<file path="src/rtl/regfile_pkg.sv">
// Shared defaults and helpers for the parametrised register file.
// Imported by the top and the read-port sub-module.
package regfile_pkg;

    localparam int DATA_W_DEF   = 8;
    localparam int NUM_REGS_DEF = 4;

    // Address width for a register count; never narrower than one bit.
    function automatic int addr_w(input int n);
        return (n > 1) ? $clog2(n) : 1;
    endfunction

endpackage

</file>
<file path="src/rtl/regfile_read_port.sv">
// One registered read port: zero/range checks, write bypass,
// output register and the RAW hazard term for this operand.
module regfile_read_port
    import regfile_pkg::*;
#(
    parameter int DATA_W    = DATA_W_DEF,
    parameter int NUM_REGS  = NUM_REGS_DEF,
    parameter int ADDR_W    = addr_w(NUM_REGS),
    parameter int BYPASS_EN = 1,
    parameter int ZERO_REG  = 0
) (
    input  logic                             clk,
    input  logic                             reset,
    input  logic                             rd_en,
    input  logic [ADDR_W-1:0]                rd_addr,
    input  logic                             wr_en,
    input  logic [ADDR_W-1:0]                wr_addr,
    input  logic [DATA_W-1:0]                wr_data,
    input  logic [NUM_REGS-1:0][DATA_W-1:0]  regs,
    input  logic [NUM_REGS-1:0]              busy,
    output logic [DATA_W-1:0]                rd_data,
    output logic                             hazard
);

    localparam logic [ADDR_W:0] NUM_REGS_L = (ADDR_W + 1)'(NUM_REGS);

    logic              in_range;
    logic              is_zero;
    logic              addr_ok;
    logic              byp_hit;
    logic [DATA_W-1:0] rd_d;
    logic [DATA_W-1:0] rd_q;

    // Classify the address and detect same-cycle write forwarding.
    always_comb begin
        in_range = ({1'b0, rd_addr} < NUM_REGS_L);
        is_zero  = (ZERO_REG != 0) && (rd_addr == '0);
        addr_ok  = in_range && !is_zero;
        byp_hit  = (BYPASS_EN != 0) && wr_en && (wr_addr == rd_addr);
    end

    // Select the operand to capture and the hazard for this source.
    always_comb begin
        rd_d   = rd_q;
        hazard = 1'b0;
        if (addr_ok) begin
            hazard = busy[rd_addr] && !byp_hit;
        end
        if (rd_en) begin
            if (!addr_ok) begin
                rd_d = '0;
            end else if (byp_hit) begin
                rd_d = wr_data;
            end else begin
                rd_d = regs[rd_addr];
            end
        end
    end

    // Output register; holds when the port is not enabled.
    always_ff @(posedge clk or negedge reset) begin
        if (!reset) begin
            rd_q <= '0;
        end else begin
            rd_q <= rd_d;
        end
    end

    assign rd_data = rd_q;

endmodule

</file>
<file path="src/rtl/regfile_scoreboard.sv">
// Parametrised register file with two registered read ports and a
// per-register busy scoreboard for RAW stall detection in decode.
module regfile_scoreboard
    import regfile_pkg::*;
#(
    parameter int  DATA_W    = DATA_W_DEF,
    parameter int  NUM_REGS  = NUM_REGS_DEF,
    parameter int  BYPASS_EN = 1,
    parameter int  ZERO_REG  = 0,
    localparam int ADDR_W    = addr_w(NUM_REGS)
) (
    input  logic                clk,
    input  logic                reset,
    input  logic                wr_en,
    input  logic [ADDR_W-1:0]   wr_addr,
    input  logic [DATA_W-1:0]   wr_data,
    input  logic                rd_en_a,
    input  logic [ADDR_W-1:0]   rd_addr_a,
    input  logic                rd_en_b,
    input  logic [ADDR_W-1:0]   rd_addr_b,
    input  logic                rsv_en,
    input  logic [ADDR_W-1:0]   rsv_addr,
    output logic [DATA_W-1:0]   ra,
    output logic [DATA_W-1:0]   rb,
    output logic [NUM_REGS-1:0] busy,
    output logic                stall
);

    localparam logic [ADDR_W:0] NUM_REGS_L = (ADDR_W + 1)'(NUM_REGS);

    logic [NUM_REGS-1:0][DATA_W-1:0] regs_q;
    logic [NUM_REGS-1:0][DATA_W-1:0] regs_d;
    logic [NUM_REGS-1:0]             busy_q;
    logic [NUM_REGS-1:0]             busy_d;
    logic                            wr_ok;
    logic                            rsv_ok;
    logic                            haz_a;
    logic                            haz_b;

    // Writes and reservations only act on real, writable registers.
    always_comb begin
        wr_ok  = wr_en && ({1'b0, wr_addr} < NUM_REGS_L)
                 && !((ZERO_REG != 0) && (wr_addr == '0));
        rsv_ok = rsv_en && ({1'b0, rsv_addr} < NUM_REGS_L)
                 && !((ZERO_REG != 0) && (rsv_addr == '0));
    end

    // Next array and scoreboard; a same-cycle reservation beats the clear.
    always_comb begin
        regs_d = regs_q;
        busy_d = busy_q;
        if (wr_ok) begin
            regs_d[wr_addr] = wr_data;
            busy_d[wr_addr] = 1'b0;
        end
        if (rsv_ok) begin
            busy_d[rsv_addr] = 1'b1;
        end
    end

    // Array and scoreboard state.
    always_ff @(posedge clk or negedge reset) begin
        if (!reset) begin
            regs_q <= '0;
            busy_q <= '0;
        end else begin
            regs_q <= regs_d;
            busy_q <= busy_d;
        end
    end

    regfile_read_port #(
        .DATA_W    (DATA_W),
        .NUM_REGS  (NUM_REGS),
        .ADDR_W    (ADDR_W),
        .BYPASS_EN (BYPASS_EN),
        .ZERO_REG  (ZERO_REG)
    ) u_port_a (
        .clk     (clk),
        .reset   (reset),
        .rd_en   (rd_en_a),
        .rd_addr (rd_addr_a),
        .wr_en   (wr_en),
        .wr_addr (wr_addr),
        .wr_data (wr_data),
        .regs    (regs_q),
        .busy    (busy_q),
        .rd_data (ra),
        .hazard  (haz_a)
    );

    regfile_read_port #(
        .DATA_W    (DATA_W),
        .NUM_REGS  (NUM_REGS),
        .ADDR_W    (ADDR_W),
        .BYPASS_EN (BYPASS_EN),
        .ZERO_REG  (ZERO_REG)
    ) u_port_b (
        .clk     (clk),
        .reset   (reset),
        .rd_en   (rd_en_b),
        .rd_addr (rd_addr_b),
        .wr_en   (wr_en),
        .wr_addr (wr_addr),
        .wr_data (wr_data),
        .regs    (regs_q),
        .busy    (busy_q),
        .rd_data (rb),
        .hazard  (haz_b)
    );

    assign busy  = busy_q;
    assign stall = (rd_en_a && haz_a) || (rd_en_b && haz_b);

endmodule

</file>
<file path="config.mk">
export PLATFORM = sky130hd
export DESIGN_NAME = regfile_scoreboard
export DESIGN_NICKNAME = d
export VERILOG_FILES = /design/src/rtl/regfile_pkg.sv /design/src/rtl/regfile_read_port.sv /design/src/rtl/regfile_scoreboard.sv
export SDC_FILE = /design/constraint.sdc
export NUM_CORES = 1
export LEC_CHECK = 0
export ABC_AREA = 1
export ABC_CLOCK_PERIOD_IN_PS = 3000
export BUFFER_PORTS_ARGS = -buffer_cell sky130_fd_sc_hd__clkbuf_2
export CAP_MARGIN = 20
export CORE_MARGIN = 2
export CORE_UTILIZATION = 54
export DETAILED_ROUTE_END_ITERATION = 7
export HOLD_SLACK_MARGIN = 0.15
export PLACE_DENSITY = 0.84
export SETUP_SLACK_MARGIN = 0.3
export SKIP_CTS_REPAIR_TIMING = 1
export SYNTH_ARGS = -nofsm -noshare
export SYNTH_HDL_FRONTEND = slang
export SYNTH_SLANG_ARGS = --single-unit
</file>
<file path="constraint.sdc">
create_clock -name clk -period 3 [get_ports clk]
set_input_delay 0.6 -clock clk [delete_from_list [all_inputs] [get_ports clk]]
set_output_delay 0.6 -clock clk [all_outputs]
set_load 0.1 [all_outputs]
</file>
# Word-level counts from Yosys, hierarchy flattened
# Index checks and enable logic that the tools add are counted.
# word_totals
ff_bits,52
latch_bits,0
mem_bits_rw,0
mem_bits_ro,0
input_bits,22
output_inout_bits,21
elab_cells,48
memories,0
# classes
n_addsub,0
n_mul,0
div,0
magnitude_cmp,6
n_eq_ne,2
n_shift,0
mux,19
bitwise_logic,3
reduce_logical,11
# ops
op,count
8-bit 2-to-1 mux,5
8-bit binary-select mux with 2-bit select,2
32-bit bitwise mux,1
8-bit demux with 2-bit select,1
"2-bit by 3-bit less-than comparator with 1-bit output, second input constant",4
1-bit logical AND,8
4-bit 2-to-1 mux,2
4-bit bitwise AND,1
1-bit binary-select mux with 2-bit select,2
1-bit demux with 2-bit select,2
2-bit equality test,2
"2-bit by 1-bit >= comparator with 1-bit output, second input constant",2
1-bit 2-to-1 mux,4
4-bit NOT,1
4-bit OR,1
1-bit logical NOT,2
1-bit logical OR,1

# Logic depth before layout (Yosys ltp)
# Gate-level depths: netlist of run 1.
# logic_depth
depth_word,9
mapped_depth,8
depth_no_buf,8

# Cells and area by module
# A second synthesis of run 1 with hierarchy kept.
# unflattened
hier_cells,442
area_unflattened_um2,3229.3
# by_module_without_submodules
mod,instances,cells_per_inst,area_per_inst_um2,seq_area_each_um2
regfile_read_port,2,139,817.0,200.2
regfile_scoreboard,1,164,1595.3,900.9

# Least setup slack after synthesis of run 1
# Ideal clock, no wire load.
# synth_timing
path_type,reg2out
start,reg busy_q[3] (netlist: busy[3])
end,out stall
t_arrival_ns,2.031
slack_ns,0.369
path_stages_with_launch,7
path_buffers,0
path_cell_list,dfrtp_1 > inv_1 > nand2_1 > o21ai_0 > nand2_1 > nand4_1 > nand2_1
# synth_between
elab_chain_cells,5
word_cells_on_any_way,9
cone_classes,mux (4); reduce/logical (5)
# synth_rtl
item,line_no,source
"start, declared",regfile_scoreboard.sv:33,logic [NUM_REGS-1:0] busy_q;
"start signal, assigned",regfile_scoreboard.sv:68,busy_q <= busy_d;
1-bit binary-select mux with 2-bit select,regfile_read_port.sv:47,hazard = busy[rd_addr] && !byp_hit;
1-bit 2-to-1 mux (not written as such),regfile_read_port.sv:47,
1-bit logical AND,regfile_read_port.sv:47,
1-bit logical AND,regfile_scoreboard.sv:113,assign stall = (rd_en_a && haz_a) || (rd_en_b && haz_b);
1-bit logical OR *,regfile_scoreboard.sv:113,
"end, declared",regfile_scoreboard.sv:26,output logic stall
# Every way passes the cells marked *; elsewhere a longest branch is shown, timed or not. The select of a mux whose other input is x is not followed.

# Worst setup path in the final report of run 1
# layout_timing
start,in rd_addr_b[1]
end,out stall
# layout_between
elab_chain_cells,6
word_cells_on_any_way,8
cone_classes,eq/ne (1); mux (2); reduce/logical (5)
# layout_rtl
item,line_no,source
"start, declared",regfile_scoreboard.sv:20,"input logic [ADDR_W-1:0] rd_addr_b,"
2-bit equality test,regfile_read_port.sv:39,byp_hit = (BYPASS_EN != 0) && wr_en && (wr_addr == rd_addr);
1-bit logical AND,regfile_read_port.sv:39,
1-bit logical NOT,regfile_read_port.sv:47,
1-bit logical AND *,regfile_read_port.sv:47,
1-bit logical AND *,regfile_scoreboard.sv:113,
1-bit logical OR *,regfile_scoreboard.sv:113,
# Marks and branches as above.

==> results of run 1 <==
area by class of cell:
cell class | count | area, um^2
Fill cell | 455 | 1890
Timing Repair Buffer | 45 | 248
Tap cell | 70 | 87.6
Multi-Input combinational cell | 295 | 1310
Inverter | 28 | 105
Sequential cell | 52 | 1300
Clock buffer | 7 | 96.3
Yosys cell counts:
| master | n | area (um^2) |
|---|---|---|
| nor2_4 | 2 | 22.5 |
| nand2_4 | 1 | 11.3 |
| xnor2_2 | 1 | 16.3 |
| inv_1 | 22 | 82.6 |
| nor2_1 | 3 | 11.3 |
| clkbuf_1 | 4 | 15.0 |
| clkinv_1 | 1 | 3.75 |
| nor3_2 | 1 | 10.0 |
| inv_2 | 5 | 18.8 |
| o211ai_1 | 2 | 15.0 |
| buf_1 | 1 | 3.75 |
| nand4_1 | 2 | 12.5 |
| o21ai_0 | 24 | 120 |
| buf_2 | 8 | 40.0 |
| nand3_1 | 66 | 330 |
| o21ai_1 | 19 | 95.1 |
| nand2_1 | 170 | 638 |
| buf_4 | 1 | 7.51 |
| o21ai_2 | 1 | 8.76 |
| dfrtp_1 | 52 | 1300 |
| o22ai_1 | 3 | 18.8 |
worst max-delay path by stage:
stage | startpoint | to | slack, ns
floorplan | busy[3]$_DFF_PN0_ | stall | 0.37
global placement | rd_addr_b[1] | stall | 0.66
detailed placement | rd_addr_b[1] | stall | 0.62
CTS | rd_addr_b[1] | stall | 0.62
global route | rd_addr_b[0] | stall | 0.50
finish | rd_addr_b[1] | stall | 0.61
worst reg2reg max path, delay by kind of cell, from the launching register on:
family           cells  cell delay [ns]
flip-flops           1             0.41
AO/OA/AOI/OAI        1             0.10
AND/OR/NAND/NOR      5             0.43
per-layer routing:
metal	part of all wire (%)	up-vias	track usage (%)
li1	-	1337	-
met1	42	1270	38.1
met2	47	129	45.5
met3	7.7	26	3.84
met4	3.2	0	11.3
met5	0	-	0
stage by stage:
| step | hold WS [ns] | worst slack (ns) | util (%) | area (um^2) | power [W] |
|---|---|---|---|---|---|
| 6_report | 0.358 | 0.611 | 62.4 | 3150 | 0.00207 |
| 5_1_grt | 0.417 | 0.501 | 62.4 | 3150 | 0.00218 |
| 3_3_place_gp | 0.463 | 0.660 | 60.5 | 3050 | 0.00164 |
| 3_5_place_dp | 0.469 | 0.624 | 60.5 | 3050 | 0.00166 |
| 2_1_floorplan | 0.304 | 0.369 | - | 2780 | 0.00147 |
| 4_1_cts | 0.380 | 0.622 | 62.4 | 3150 | 0.00207 |
power by group through the flow:
stage / sequential, W / combinational, W / clock (W)
after detailed placement: 0.000910 / 0.000745 / 0
after CTS: 0.000896 / 0.000747 / 0.000427
after global routing: 0.000914 / 0.000812 / 0.000454
after floorplan: 0.00121 / 0.000268 / 0
after global placement: 0.000908 / 0.000735 / 0
final: 0.000899 / 0.000748 / 0.000423
cells in the final DEF, fill, tap and decap left out, types with 2 or more instances in the layout:
cell | Yosys | layout
nor2_1 | 3 | 3
nand2_1 | 170 | 170
o22ai_1 | 3 | 3
buf_4 | 1 | 3
inv_1 | 22 | 22
o21ai_0 | 24 | 24
clkbuf_8 | 0 | 7
nand4_1 | 2 | 2
clkbuf_2 | 0 | 41
dfrtp_1 | 52 | 52
nand3_1 | 66 | 66
nor2_4 | 2 | 2
inv_2 | 5 | 5
o21ai_1 | 19 | 19
o211ai_1 | 2 | 2
sequential cells by signal (all words and copies together) (netlist names):
register and cells:
regs_q 32, u_port_a.rd_data 8, u_port_b.rd_data 8, busy 4
kinds of logic (layout without fill, tap and decap cells):
family	after synthesis	in the layout	share of synthesized area (%)
AND/OR/NAND/NOR	245	245	37.2
flip-flops	52	52	46.8
AO/OA/AOI/OAI	49	49	9.26
buffers and inverters	42	80	6.16
XOR/XNOR	1	1	0.585
==> summary.md, run 1 <==
| Metric | Value |
|---|---|
| Root buffer cell | clkbuf_8 |
| Port Buf Inserts | 42 |
| Clock latency on the worst-skew pair | around 0.30 ns |
| Crit-path slowest cell | clkbuf_2 |
| P_int | 0.00118 W |
| FP Rows | 26 |
| I/O Pins | 43 |
| Max_slew headroom | 48.6% |
| Largest net degree at the start of global routing | 33 |
| Antenna diodes | 0 |
| Sequential power share | 43.4% |
| Dominant cell type by count on the critical path | nand2_1 |
| Placed Instances | 490 |
| TritonCTS Buffers | 5 |
| Vias per inst | approximately 5.6 |
| Final min period | between 2 and 2.5 ns |
| DRC viols | 0 |
| Period utilization | between 70% and 80% |
| Area of the core | around 5000 um^2 |
| Initial Util | 55.2% |
| Clk buf depth | 2 |
| Leak pwr | 1.67 nW |
| Area grow syn2layout | 13.1% |
| Number of global-route vias before repair | 2496 |
| Fmax | 419 MHz |
| Worst R2R Start | regs_q[10]$_DFFE_PN0P_ |
| Max incr delay on CP | between 0.2 and 0.25 ns |
| Critical path cell sequence | clkbuf_2 -> inv_2 -> nand2_1 -> inv_1 -> nor2_4 -> nand2_1 -> nand4_1 -> nand2_1 -> buf_12 |
| Worst r2r dst | u_port_b.rd_data[2]$_DFFE_PN0P_ |
| Worst Path Required | 2.40 ns |
| Peak VDD IR | 297 uV |
| Total Wirelength | around 7.5 mm |
| HPWL after detailed placement | ~5.7 mm |
| Synth unique cells | 21 |
| Syn nets | a little over 400 |
| FF-to-FF path depth | 6 |
| Register area share after synthesis | between 40% and 50% |
| Grt ovf | 0 |
| WP data arrival | ~1.8 ns |
| Worst hold path class | input pin to asynchronous set/reset pin |
| Worst path top cell family by delay | buffers and inverters |
| First-pass GRT wire length | 12.0 mm |
| Via Count | approximately 2.8k |
| Nets | approximately 450 |
| Fin. Hold Viols | 0 |
| Clock Power Share | 20.4% |
| Worst-path maximum fanout | 11 |
| Die W | approximately 76 um |
| Post-Synthesis Cell Area | between 2000 and 3000 um^2 |
| Stages on worst setup path | 9 |
| Die H | around 76 um |
| Switching share of power | approximately 43% |
| Cells after synthesis | around 390 |
| DRT Pass-1 Iters | 5 |
| Sw power | between 0.0008 and 0.0009 W |
| Logic pwr share | a little over a third |
| Initial antenna violation count | 0 |
| TritonCTS clock tree | built |
| DRT iter0 DRCs | between 200 and 250 |
| Fraction of layout cells with a size suffix above 1 | between 10% and 20% |
| Final clock skew | 0.00640 ns |
| WL/cell | 15.1 um |
| Seq cells post-synth | 52 |
| Fin cells | between 400 and 500 |
| Crit end category | output pin |
| R2r setup slk | just under 2 ns |
| Global Route Usage Sum | between 20% and 30% |
| CP startpoint kind | input pin |
| Slew at the pin closest to its max-slew limit | approximately 0.77 ns |
| Yosys warnings | 0 |
| RSZ-0062 raised after global routing | no |
| Power density cells | between 600 and 700 nW/um^2 |
| Clock sink total | between 50 and 60 |
| Slew Limit Fails | 0 |
| Routed Antenna Nets | 0 |
| CTS clk-pin slew, worst paths | approximately 0.090 ns |
| WP buf/inv | 4 |
| Status | completed |
| Global placer's final weighted congestion | 1.01 |
| Max-Cap Viols | 0 |
| Die ar. | 5740 um^2 |
| H-tree depth | 2 |
| Endpoints failing setup | 0 |
| Avg Inst Size Synth | about 7.2 um^2 |
| Critical path class | input pin to output pin |
| Final setup TNS | 0 ns |
Note: power is estimated with default switching activity, not from simulation.
==> inputs of run 2 (changes only) <==
--- a/config.mk
+++ b/config.mk
@@ -6,11 +6,11 @@
 export NUM_CORES = 1
 export LEC_CHECK = 0
 export ABC_AREA = 1
-export ABC_CLOCK_PERIOD_IN_PS = 3000
+export ABC_CLOCK_PERIOD_IN_PS = 2100
 export BUFFER_PORTS_ARGS = -buffer_cell sky130_fd_sc_hd__clkbuf_2
 export CAP_MARGIN = 20
 export CORE_MARGIN = 2
-export CORE_UTILIZATION = 54
+export CORE_UTILIZATION = 51
 export DETAILED_ROUTE_END_ITERATION = 7
 export HOLD_SLACK_MARGIN = 0.15
 export PLACE_DENSITY = 0.84
==> constraint.sdc (replaced) <==
create_clock -name clk -period 2.1 [get_ports clk]
set_input_delay 0.42 -clock clk [delete_from_list [all_inputs] [get_ports clk]]
set_output_delay 0.42 -clock clk [all_outputs]
set_load 0.1 [all_outputs]
==> run 2 against run 1 <==
Combinational power up 48%. Count of clock-buffer cells in the layout down 2. Highest routed layer unchanged. Worst hold slack worse by 0.16 ns.
==> summary.md, run 2 (synthesis gave the netlist of run 1 again) <==
| Metric | Value |
|---|---|
| Die ar. | roughly 6100 um^2 |
| Period utilization | between 80% and 90% |
| Fmax | between 500 and 600 MHz |
| Status | completed |
| Max_slew headroom | a little over half |
| Routed Antenna Nets | 0 |
| Slew at the pin closest to its max-slew limit | between 0.7 and 0.8 ns |
| Leak pwr | 1.73 nW |
| TritonCTS Buffers | 5 |
| Worst r2r dst | u_port_b.rd_data[3]$_DFFE_PN0P_ |
| Worst R2R Start | regs_q[3]$_DFFE_PN0P_ |
| Min setup slack post-route | approximately 0.22 ns |
| Port Buf Inserts | 42 |
| Grt ovf | 0 |
| Final total power | ~0.0031 W |
| H-tree depth | 2 |
| HPWL after detailed placement | 5.84 mm |
| Crit end category | output pin |
| Most common cell after layout, fill and taps aside | nand2_1 |
| Area grow syn2layout | 18.1% |
| CP startpoint kind | flip-flop |
| CTS clk-pin slew, worst paths | 0.09 ns |
| Global placer's final weighted congestion | 0.987 |
| Worst hold margin | a little under 0.2 ns |
| Root buffer cell | clkbuf_8 |
| WL/cell | between 15 and 20 um |
| WP data arrival | ~1.5 ns |
| Vias per inst | 5.50 |
| Endpoints failing setup | 0 |
| Number of global-route vias before repair | between 2k and 3k |
| DRT iter0 DRCs | between 200 and 250 |
| First-pass GRT wire length | 13.1 mm |
| Peak VDD IR | roughly 460 uV |
| Fraction of layout cells with a size suffix above 1 | 18.9% |
| Commonest non-fill, non-tap cells in the layout | 167 x nand2_1, 66 x nand3_1, 48 x dfrtp_1 |
| Largest net degree at the start of global routing | between 50 and 60 |
| Clock latency on the worst-skew pair | between 0.3 and 0.4 ns |
| Total Wirelength | 7.82 mm |
| Final core area utilization | 63.5% |
| Worst hold path class | input pin to asynchronous set/reset pin |
| Final min period | approximately 1.9 ns |
| CP Capture Point | stall |
| Antenna diodes | 0 |
| Layout fillers | 470 |
| Power density cells | 948 nW/um^2 |
| Initial Util | about 54% |
| DRT Pass-1 Iters | 5 |
| Largest Register | regs_q |
| Initial antenna violation count | 0 |
| Critical Path Source | busy[3]$_DFF_PN0_ |
| Nets | 460 |
| Max-Cap Viols | 0 |
| FF-to-FF path depth | 6 |
| Final setup TNS | 0 ns |
| Pre-CTS setup slack | between 0.2 and 0.25 ns |
| TritonCTS clock tree | built |
| RSZ-0062 raised after global routing | yes |
| Final clock skew | 0.00597 ns |
| FP Rows | 26 |
| Die W | just under 80 um |
| Fin. Hold Viols | 0 |
| Worst-path maximum fanout | 3 |
| Die H | around 80 um |
| Global Route Usage Sum | between 20% and 30% |
| Area of the core | between 5000 and 6000 um^2 |
| I/O Pins | between 40 and 50 |
| Via Count | approximately 2.8k |
| DRC viols | 0 |
| Clk buf depth | 2 |
| Max reg flops | 32 |
| Worst Path Required | 1.68 ns |
| R2r setup slk | approximately 1.1 ns |
| Critical path class | flip-flop to output pin |
| Clock sink total | 52 |
| Slew Limit Fails | 0 |
==> run 2: changes by cell type in the layout (fill, tap and decap cells not counted), sizes merged <==
cell	before	now
buf	4	15
clkbuf	48	46
bufinv	0	1
clkinv	1	2
inv	27	28
==> run 2: worst max-delay path, cell delays in order (launching register included) <==
cell,delay (ns)
dfrtp_4,0.51
inv_1,0.09
nand2_1,0.05
o21ai_0,0.07
nand2_1,0.08
nand4_1,0.14
nand2_4,0.06
buf_12,0.16
==> run 2: layout make-up <==
cell class,instances,area [um^2],area share (%)
timing repair buffer,56,339,10.3
clock inverter,3,46.3,1.41
multi-input combinational,295,1330,40.4
inverter,28,108,3.27
clock buffer,5,68.8,2.09
sequential,52,1310,39.9
tap,70,87.6,2.66
==> run 2: how the worst min path moves through the flow <==
stage / startpoint / end / cells after the start / slack, ns
5_1_grt: reset / u_port_a.rd_data[5]$_DFFE_PN0P_ / 2 / 0.27
6_report: reset / busy[0]$_DFF_PN0_ / 2 / 0.19
4_1_cts: reset / u_port_a.rd_data[5]$_DFFE_PN0P_ / 2 / 0.23
2_1_floorplan: reset / busy[0]$_DFF_PN0_ / 0 / 0.12
3_5_place_dp: u_port_a.rd_data[3]$_DFFE_PN0P_ / u_port_a.rd_data[3]$_DFFE_PN0P_ / 2 / 0.47
3_3_place_gp: u_port_a.rd_data[3]$_DFFE_PN0P_ / u_port_a.rd_data[3]$_DFFE_PN0P_ / 2 / 0.46
==> run 2: report_power, final <==
part	switching (W)	internal [W]
Clock	0.000344	0.000361
Combinational	0.000853	0.000261
Sequential	0.000130	0.00117
==> run 2: metrics by stage <==
stage | cell area [um^2] | cells
4_1_cts | 3240 | 505
6_report | 3290 | 509
5_1_grt | 3290 | 509
3_5_place_dp | 3120 | 497
2_1_floorplan | 2800 | 389
3_3_place_gp | 3120 | 497
==> run 2: per-layer routing <==
layer,wire length (um),vias up,global-route usage [%]
li1,-,1358,-
met3,556,27,6.28
met1,3330,1300,36.2
met4,345,0,13.8
met5,0,-,0
met2,3580,117,43.3
